[config.mk]
export PLATFORM = sky130hd
export DESIGN_NAME = fetch_controller_flat
export DESIGN_NICKNAME = d
export VERILOG_FILES = /design/src/rtl/fetch_pkg.sv /design/src/rtl/fetch_controller_if.sv /design/src/rtl/fetch_controller_pc_next_logic.sv /design/src/rtl/fetch_controller.sv /design/src/flat_wrapper.sv
export SDC_FILE = /design/constraint.sdc
export NUM_CORES = 1
export LEC_CHECK = 0
export CORE_MARGIN = 8
export CORE_UTILIZATION = 37
export DETAILED_ROUTE_END_ITERATION = 10
export HOLD_SLACK_MARGIN = 0.02
export PLACE_DENSITY_LB_ADDON = 0.05
export SETUP_SLACK_MARGIN = 0.05
export SLEW_MARGIN = 20
export SYNTH_ARGS = -nofsm -noshare
export SYNTH_HDL_FRONTEND = slang
export SYNTH_SLANG_ARGS = --single-unit
[constraint.sdc]
create_clock -name clk -period 2.09 [get_ports clk]
set_clock_uncertainty 0.05 [all_clocks]
set_input_delay 0.418 -clock clk [delete_from_list [all_inputs] [get_ports clk]]
set_output_delay 0.418 -clock clk [all_outputs]
set_load 0.01 [all_outputs]
[src/rtl/fetch_pkg.sv]
// Shared definitions for the instruction-fetch sequencer: state encoding,
// instruction width and the word-alignment helper.
package fetch_pkg;

  typedef enum logic [1:0] {
    FS_IDLE = 2'd0,
    FS_RUN  = 2'd1,
    FS_HALT = 2'd2
  } fetchStateT;

  localparam int          INST_BYTES = 4;
  localparam logic [31:0] ALIGN_MASK = 32'(INST_BYTES - 1);

  function automatic logic isAligned(input logic [31:0] addr);
    return (addr & ALIGN_MASK) == 32'd0;
  endfunction

endpackage

[src/rtl/fetch_controller_if.sv]
// Instruction-memory read port plus the IF/ID valid/ready handshake toward decode.
interface fetch_controller_if;

  logic [31:0] mem_addr;
  logic [31:0] mem_data;
  logic [31:0] inst_out;
  logic [31:0] pc_out;
  logic        inst_valid;
  logic        inst_ready;

  modport master (
    output mem_addr, inst_out, pc_out, inst_valid,
    input  mem_data, inst_ready
  );

  modport slave (
    input  mem_addr, inst_out, pc_out, inst_valid,
    output mem_data, inst_ready
  );

endinterface

[src/rtl/fetch_controller_pc_next_logic.sv]
// Combinational next-PC selection: aligned redirect, sequential advance or hold,
// always wrapped into the instruction memory's address range.
module pc_next_logic
  import fetch_pkg::*;
#(
  parameter int MEM_BYTES = 256
) (
  input  logic [31:0] pc,
  input  logic        redirect,
  input  logic [31:0] target,
  input  logic        advance,
  output logic [31:0] next_pc,
  output logic        misalign
);

  localparam logic [31:0] ADDR_MASK = 32'(MEM_BYTES - 1);

  always_comb begin
    // NOTE: every output gets a default first so no path leaves it unassigned (no latch).
    next_pc  = pc;
    misalign = redirect && !isAligned(target);
    if (redirect) begin
      if (!misalign) next_pc = target & ADDR_MASK;
    end else if (advance) begin
      next_pc = (pc + 32'(INST_BYTES)) & ADDR_MASK;
    end
  end

endmodule

[src/rtl/fetch_controller.sv]
// Instruction-fetch sequencer: owns the PC, registers fetched words into the
// IF/ID holding register and handles redirects, stalls, halt and bad targets.
module fetch_controller
  import fetch_pkg::*;
#(
  parameter logic [31:0] RESET_PC  = 32'h0000_0000,
  parameter int          MEM_BYTES = 256
) (
  input  logic                      clk,
  input  logic                      rst_n,
  input  logic                      start,
  input  logic                      halt,
  input  logic                      redirect,
  input  logic [31:0]               redirect_target,
  output logic                      misalign_err,
  output logic [1:0]                fsm_state,
  fetch_controller_if.master        fif
);

  fetchStateT  state;
  logic [31:0] pc;
  logic [31:0] nextPc;
  logic        misalign;
  logic        active;
  logic        redirectEn;
  logic        advance;
  logic        accepted;

  // Redirects and fetches only matter while running and not halting.
  assign active     = (state == FS_RUN) && !halt;
  assign redirectEn = active && redirect;
  assign advance    = active && (!fif.inst_valid || fif.inst_ready);
  assign accepted   = fif.inst_valid && fif.inst_ready;

  assign fif.mem_addr = pc;
  assign fsm_state    = state;

  pc_next_logic #(
    .MEM_BYTES(MEM_BYTES)
  ) u_pc_next (
    .pc       (pc),
    .redirect (redirectEn),
    .target   (redirect_target),
    .advance  (advance),
    .next_pc  (nextPc),
    .misalign (misalign)
  );

  // NOTE: sequential state uses non-blocking assignments so every register samples pre-edge values.
  always_ff @(posedge clk or negedge rst_n) begin
    if (!rst_n) begin
      state          <= FS_IDLE;
      pc             <= RESET_PC;
      fif.inst_valid <= 1'b0;
      fif.inst_out   <= 32'd0;
      fif.pc_out     <= 32'd0;
      misalign_err   <= 1'b0;
    end else begin
      case (state)
        FS_IDLE: begin
          if (halt)       state <= FS_HALT;
          else if (start) state <= FS_RUN;
        end
        FS_RUN: begin
          if (halt) begin
            state <= FS_HALT;
            if (accepted) fif.inst_valid <= 1'b0;
          end else if (misalign) begin
            misalign_err   <= 1'b1;
            fif.inst_valid <= 1'b0;
            state          <= FS_HALT;
          end else if (redirectEn) begin
            // A pending instruction is dropped even if decode takes it this cycle.
            pc             <= nextPc;
            fif.inst_valid <= 1'b0;
          end else if (advance) begin
            fif.inst_out   <= fif.mem_data;
            fif.pc_out     <= pc;
            fif.inst_valid <= 1'b1;
            pc             <= nextPc;
          end
        end
        FS_HALT: begin
          // Let decode drain the last held instruction; nothing new is fetched.
          if (accepted) fif.inst_valid <= 1'b0;
        end
        default: state <= FS_IDLE;
      endcase
    end
  end

endmodule

[src/flat_wrapper.sv]
// flat-port wrapper written by rule: the top's interface ports become plain ports
module fetch_controller_flat import fetch_pkg::*;
#(
  parameter logic [31:0] RESET_PC  = 32'h0000_0000,
  parameter int          MEM_BYTES = 256
)
  (clk, rst_n, start, halt, redirect, redirect_target, misalign_err, fsm_state, fif_mem_addr, fif_inst_out, fif_pc_out, fif_inst_valid, fif_mem_data, fif_inst_ready);
  fetch_controller_if fif_i ();
  input  logic clk;
  input  logic rst_n;
  input  logic start;
  input  logic halt;
  input  logic redirect;
  input  logic [31:0] redirect_target;
  output logic misalign_err;
  output logic [1:0] fsm_state;
  output wire logic [$bits(fif_i.mem_addr)-1:0] fif_mem_addr;
  output wire logic [$bits(fif_i.inst_out)-1:0] fif_inst_out;
  output wire logic [$bits(fif_i.pc_out)-1:0] fif_pc_out;
  output wire logic [$bits(fif_i.inst_valid)-1:0] fif_inst_valid;
  input wire logic [$bits(fif_i.mem_data)-1:0] fif_mem_data;
  input wire logic [$bits(fif_i.inst_ready)-1:0] fif_inst_ready;
  assign fif_mem_addr = fif_i.mem_addr;
  assign fif_inst_out = fif_i.inst_out;
  assign fif_pc_out = fif_i.pc_out;
  assign fif_inst_valid = fif_i.inst_valid;
  assign fif_i.mem_data = fif_mem_data;
  assign fif_i.inst_ready = fif_inst_ready;
  fetch_controller #(.RESET_PC(RESET_PC), .MEM_BYTES(MEM_BYTES)) u_core (.clk(clk), .rst_n(rst_n), .start(start), .halt(halt), .redirect(redirect), .redirect_target(redirect_target), .misalign_err(misalign_err), .fsm_state(fsm_state), .fif(fif_i));
endmodule
Word-level counts from Yosys, hierarchy flattened
Cells that the tools add are included.

Input port bits: 70. Bits in registers: 100. Logic and storage cells: 48.

Add/sub/neg operators: 1. Equality and inequality tests: 5. Bitwise gates (word level): 4. Mux-type cells: 14. Reductions and logical operators: 18.

Operator list (count): 32-bit 2-to-1 mux (2); 32-bit zero test (1); 8-bit by 3-bit adder with 8-bit output (second input constant) (1); 2-bit 2-to-1 mux (4); 8-bit 2-to-1 mux (1); 2-bit one-hot mux with 3 select lines (1); 3-bit AND reduction (2); 1-bit logical AND (5); 1-bit 2-to-1 mux (5); 5-bit by 3-bit != test with 1-bit output (second input constant) (1); 5-bit AND reduction (1); 1-bit inverter (4); 4-bit AND reduction (1); 2-bit nonzero test (2); 1-bit zero test (3); 3-bit by 2-bit != test with 1-bit output (second input constant) (1); 3-bit != test (second input constant) (1); 2-bit by 1-bit equality test with 1-bit output (second input constant) (1); 2-bit equality test (second input constant) (1); 2-bit zero test (1); 1-bit one-hot mux with 2 select lines (1); 2-bit AND reduction (1); 1-bit logical OR (1).

Depth between registers and ports, before layout
Gate-level depths: netlist of the first run.

Depth in word-level cells: 8. Depth in mapped cells: 7. Gate-level depth less buffers: 6.

Modules after synthesis
From an unflattened synthesis of the first run, not the netlist that was laid out.

Cell total of the unflattened synthesis: 287. Area total of the unflattened synthesis: 4261.6 µm².

By module, submodules not included: fetch_controller (area an instance 3798.6 µm², sequential area each 2502.4 µm², instances 1, cells an instance 224); pc_next_logic (area an instance 462.9 µm², sequential area each 0.0 µm², instances 1, cells an instance 63).

Worst setup path after synthesis of the first run
Ideal clock, no wire load.

Path type: register to register. Start: reg u_core.state[1], in the netlist u_core.fsm_state[1]. End: reg u_core.fif.inst_out[0]. Required time: 1.915 ns. Arrival: 1.481 ns. Clock period less this slack: 1.656 ns. Setup slack: 0.434 ns. Cell stages (with the launch flop): 7. Path through: dfrtp_1 inv_1 ha_1 nor2b_4 nand3b_4 buf_6 mux2_4.

Word-level cells in the longest chain between the ends: 6. Elaborated cells on any way between the ends: 8. Those cells by class: 1 x eq/ne; 2 x bitwise; 5 x reduce/logical.

RTL lines: start: declaration (RTL line fetch_controller.sv:20) `fetchStateT state;`; start signal: assignment (RTL line fetch_controller.sv:52) `state <= FS_IDLE;`; start signal: assignment (RTL line fetch_controller.sv:61) `if (halt) state <= FS_HALT;`; start signal: assignment (RTL line fetch_controller.sv:62) `else if (start) state <= FS_RUN;`; 2-bit by 1-bit equality test with 1-bit output (*) (RTL line fetch_controller.sv:30, fetch_controller.sv:59); 1-bit logical AND (RTL line fetch_controller.sv:30) `assign active = (state == FS_RUN) && !halt;`; 1-bit logical AND (RTL line fetch_controller.sv:31) `assign redirectEn = active && redirect;`; 1-bit logical AND (RTL line fetch_controller_pc_next_logic.sv:21) `misalign = redirect && !isAligned(target);`; 1-bit inverter (no source line); 5-bit AND reduction (no source line) (*); end signal: assignment (RTL line fetch_controller.sv:77) `fif.inst_out <= fif.mem_data;`; end: declaration (RTL line fetch_controller_if.sv:12) `output mem_addr, inst_out, pc_out, inst_valid,`.

Every way passes the cells marked *; elsewhere a longest branch is shown, timed or not. A chain may end at the register's enable or synchronous reset.

Final worst setup path of the first run
Start: reg u_core.pc[5], in the netlist u_core.fif.mem_addr[5]. End: out fif_mem_addr[5].

RTL lines: start: declaration (RTL line fetch_controller.sv:21) `logic [31:0] pc;`; start signal: assignment (RTL line fetch_controller.sv:74) `pc <= nextPc;`; start signal: assignment (RTL line fetch_controller.sv:80) `pc <= nextPc;`; end: declaration (RTL line flat_wrapper.sv:17) `output wire logic [$bits(fif_i.mem_addr)-1:0] fif_mem_addr;`.

No word-level cell between the ends.

==> results.yml, run 1 <==
clocking:
  cts_tree: "done"
  clk_latency_ps: 300
  cts_made_buffers: 5
  cts_setup_buffers: 0
  clock_tree.buffer_depth: 2
  ctsHtreeMaxLevel: 2
  cts_resized: 0
  ctsRootBufferMaster: "clkbuf_8"
  clk_pin_slew_ps: 90
  cts.sinks: 52
  cts_hold_buffers: 1
global_routing:
  grt_pass1_wl_um: 9960
  overflow: 0
  antenna_found_initial: 0
  first_global_vias: 1906
  track_usage: 0.123
  grt_max_degree: 40
layout:
  post_layout_nonfiller_instances: 413
  syn_to_final_growth_pct: 37.8
  final_util: 0.522
  n_antenna_cell: 0
  nets: 387
  most-common-layout-cells: "96 x clkdlybuf4s50_1, 52 x dfrtp_1, 48 x conb_1, 40 x mux2_4, 11 x a21oi_1"
  drive_gt1_frac: 0.178
  mostFrequentLayoutCell: "clkdlybuf4s50_1"
timing:
  finalHoldViolations: 0
  rsz0062_at_grt: "false"
  fin_ws_ps: 265
  post-route-min-period_ps: 1830
  setup_viol_count_final: 0
  final_max_slew_viol_count: 0
  max_freq_ghz: 0.548
  post-route-period-util: 0.873
  tns_ps: 0
floorplanning:
  die_w_um: 102
  start_util: 0.379
  die_h_um: 102
  dieArea_sq_mm: 0.0104
  num_rows: 31
  num_io_pins: 170
  core-area_sq_mm: 0.00721
route:
  wl_per_cell_um: 15.6
  drt_pre_antenna_iters: 4
  ant_nets: 0
  drtIter0Drc: 41
  drc: 0
  vias_per_cell: 4.31
  vias: 1778
  routed_wirelength_um: 6460
worst_setup_path:
  cp_slowest_stage_delay_ps: 590
  startpoint_type: "flop"
  rrSetupSlack_ps: 270
  cp_max_fo: 6
  setup.worst_path.class: "reg2out"
  crit_arrival_ps: 1360
  cp_top_family: "buffers and inverters"
  critPathBufInv: 1
  crit_chain: "clkdlybuf4s50_1"
  cp_data_required_time_ps: 1620
  cp-end-kind: "output port"
  critical-path-slowest-cell: "clkdlybuf4s50_1"
synth:
  synth_area_sq_mm: 0.00273
  ys.flop_type: "dfrtp_1"
  avgSynthCellArea_sq_um: 13.1
  yosys_warnings: 0
  syn_inst: 209
  synth.distinct_cells: 34
  ys_seq_area_frac: 0.476
  synth_edf_count: 0
  synth_seq_cells: 52
  ys_async_sr_fraction: 1.00
place:
  place_ws_ps: 63.7
  place_inst: 404
  hpwl_um: 4810
  numPortBuffers: 97
  gp_congestion: 0.794
hold_path:
  hold_path_class: "reg2reg"
power_and_ir_drop:
  leakagePower_uw: 0.00182
  power_density_mw_per_mm2: 1230
  peakVddDrop_v: 0.000519
flow_run:
  cap_violations: 0
run_status:
  outcome: "finished clean"
power breakdown:
group,switching [uW],total (uW),internal [uW]
Sequential,276,1710,1440
Clock,327,683,356
Combinational,802,2230,1430
synthesized netlist by cell type (2+ instances only):
| library cell | number | area [sq um] |
|---|---|---|
| buf_6 | 5 | 56.3 |
| nand2_1 | 3 | 11.3 |
| nand2b_1 | 3 | 18.8 |
| o41ai_1 | 2 | 17.5 |
| nor2_1 | 5 | 18.8 |
| nand3_1 | 4 | 20.0 |
| buf_4 | 48 | 360 |
| inv_1 | 4 | 15.0 |
| a21oi_1 | 11 | 55.1 |
| a21boi_0 | 2 | 15.0 |
| mux2_4 | 40 | 601 |
| dfrtp_1 | 52 | 1300 |
| o21ai_0 | 6 | 30.0 |
| ha_1 | 4 | 50.1 |
routing by layer:
| layer | vias up | track usage | routed length, um |
|---|---|---|---|
| li1 | 829 | - | - |
| met1 | 856 | 0.168 | 3040 |
| met2 | 88 | 0.185 | 2910 |
| met3 | 5 | 0.0300 | 431 |
| met4 | 0 | 0.0406 | 80 |
| met5 | - | 0 | 0 |
area by class of cell:
type | count | area, sq um
Sequential cell | 52 | 1300
Fill cell | 675 | 3450
Multi-Input combinational cell | 146 | 1170
Timing Repair Buffer | 104 | 1050
Tap cell | 99 | 124
Clock inverter | 2 | 35.0
Clock buffer | 6 | 72.6
Inverter | 4 | 15.0
through the flow:
| stage | cell area (sq um) | hold slack (ps) | power (uW) |
|---|---|---|---|
| finish | 3760 | 435 | 4620 |
| floorplan | 2910 | 72.4 | 2880 |
| CTS | 3760 | 440 | 4710 |
| detailed placement | 3650 | 291 | 3980 |
| global placement | 3650 | 295 | 3960 |
| global route | 3760 | 477 | 4940 |
registers in the layout, indices dropped and copies added (netlist names):
name and count:
u_core.fif.pc_out 8, u_core.fif.inst_valid 1, u_core.misalign_err 1, u_core.fif.inst_out 32
u_core.fif.mem_addr 8, u_core.fsm_state 2
kinds of logic (layout without fill, tap and decap cells):
kind of cell	count (synthesis)	in the layout	synth area share
AND/OR/NAND/NOR	23	23	0.0522
multiplexers	41	41	0.224
flip-flops	52	52	0.476
adder cells (fa/ha/maj)	4	4	0.0183
buffers and inverters	58	116	0.160
other	1	48	0.00137
AO/OA/AOI/OAI	30	30	0.0683
path summary, 6_finish.rpt:
check	startpoint	endpoint	depth (start not counted)
hold / removal	u_core.misalign_err	u_core.misalign_err	1
setup reg to reg	u_core.fsm_state[1]	u_core.fif.inst_out[10]	6
setup / recovery	u_core.fif.mem_addr[5]	fif_mem_addr[5]	1
max in group asynchronous	rst_n	u_core.fif.inst_out[15]	3
hold reg to reg	u_core.misalign_err	u_core.misalign_err	1
min in group asynchronous	rst_n	u_core.fif.inst_out[9]	2
(Power assumes the default switching activity.)
==> inputs of run 2 (changes only) <==
- ABC_AREA: default -> 0
==> results of run 2 <==
Same layout as run 1: the final DEF is identical, and so are final timing and power.
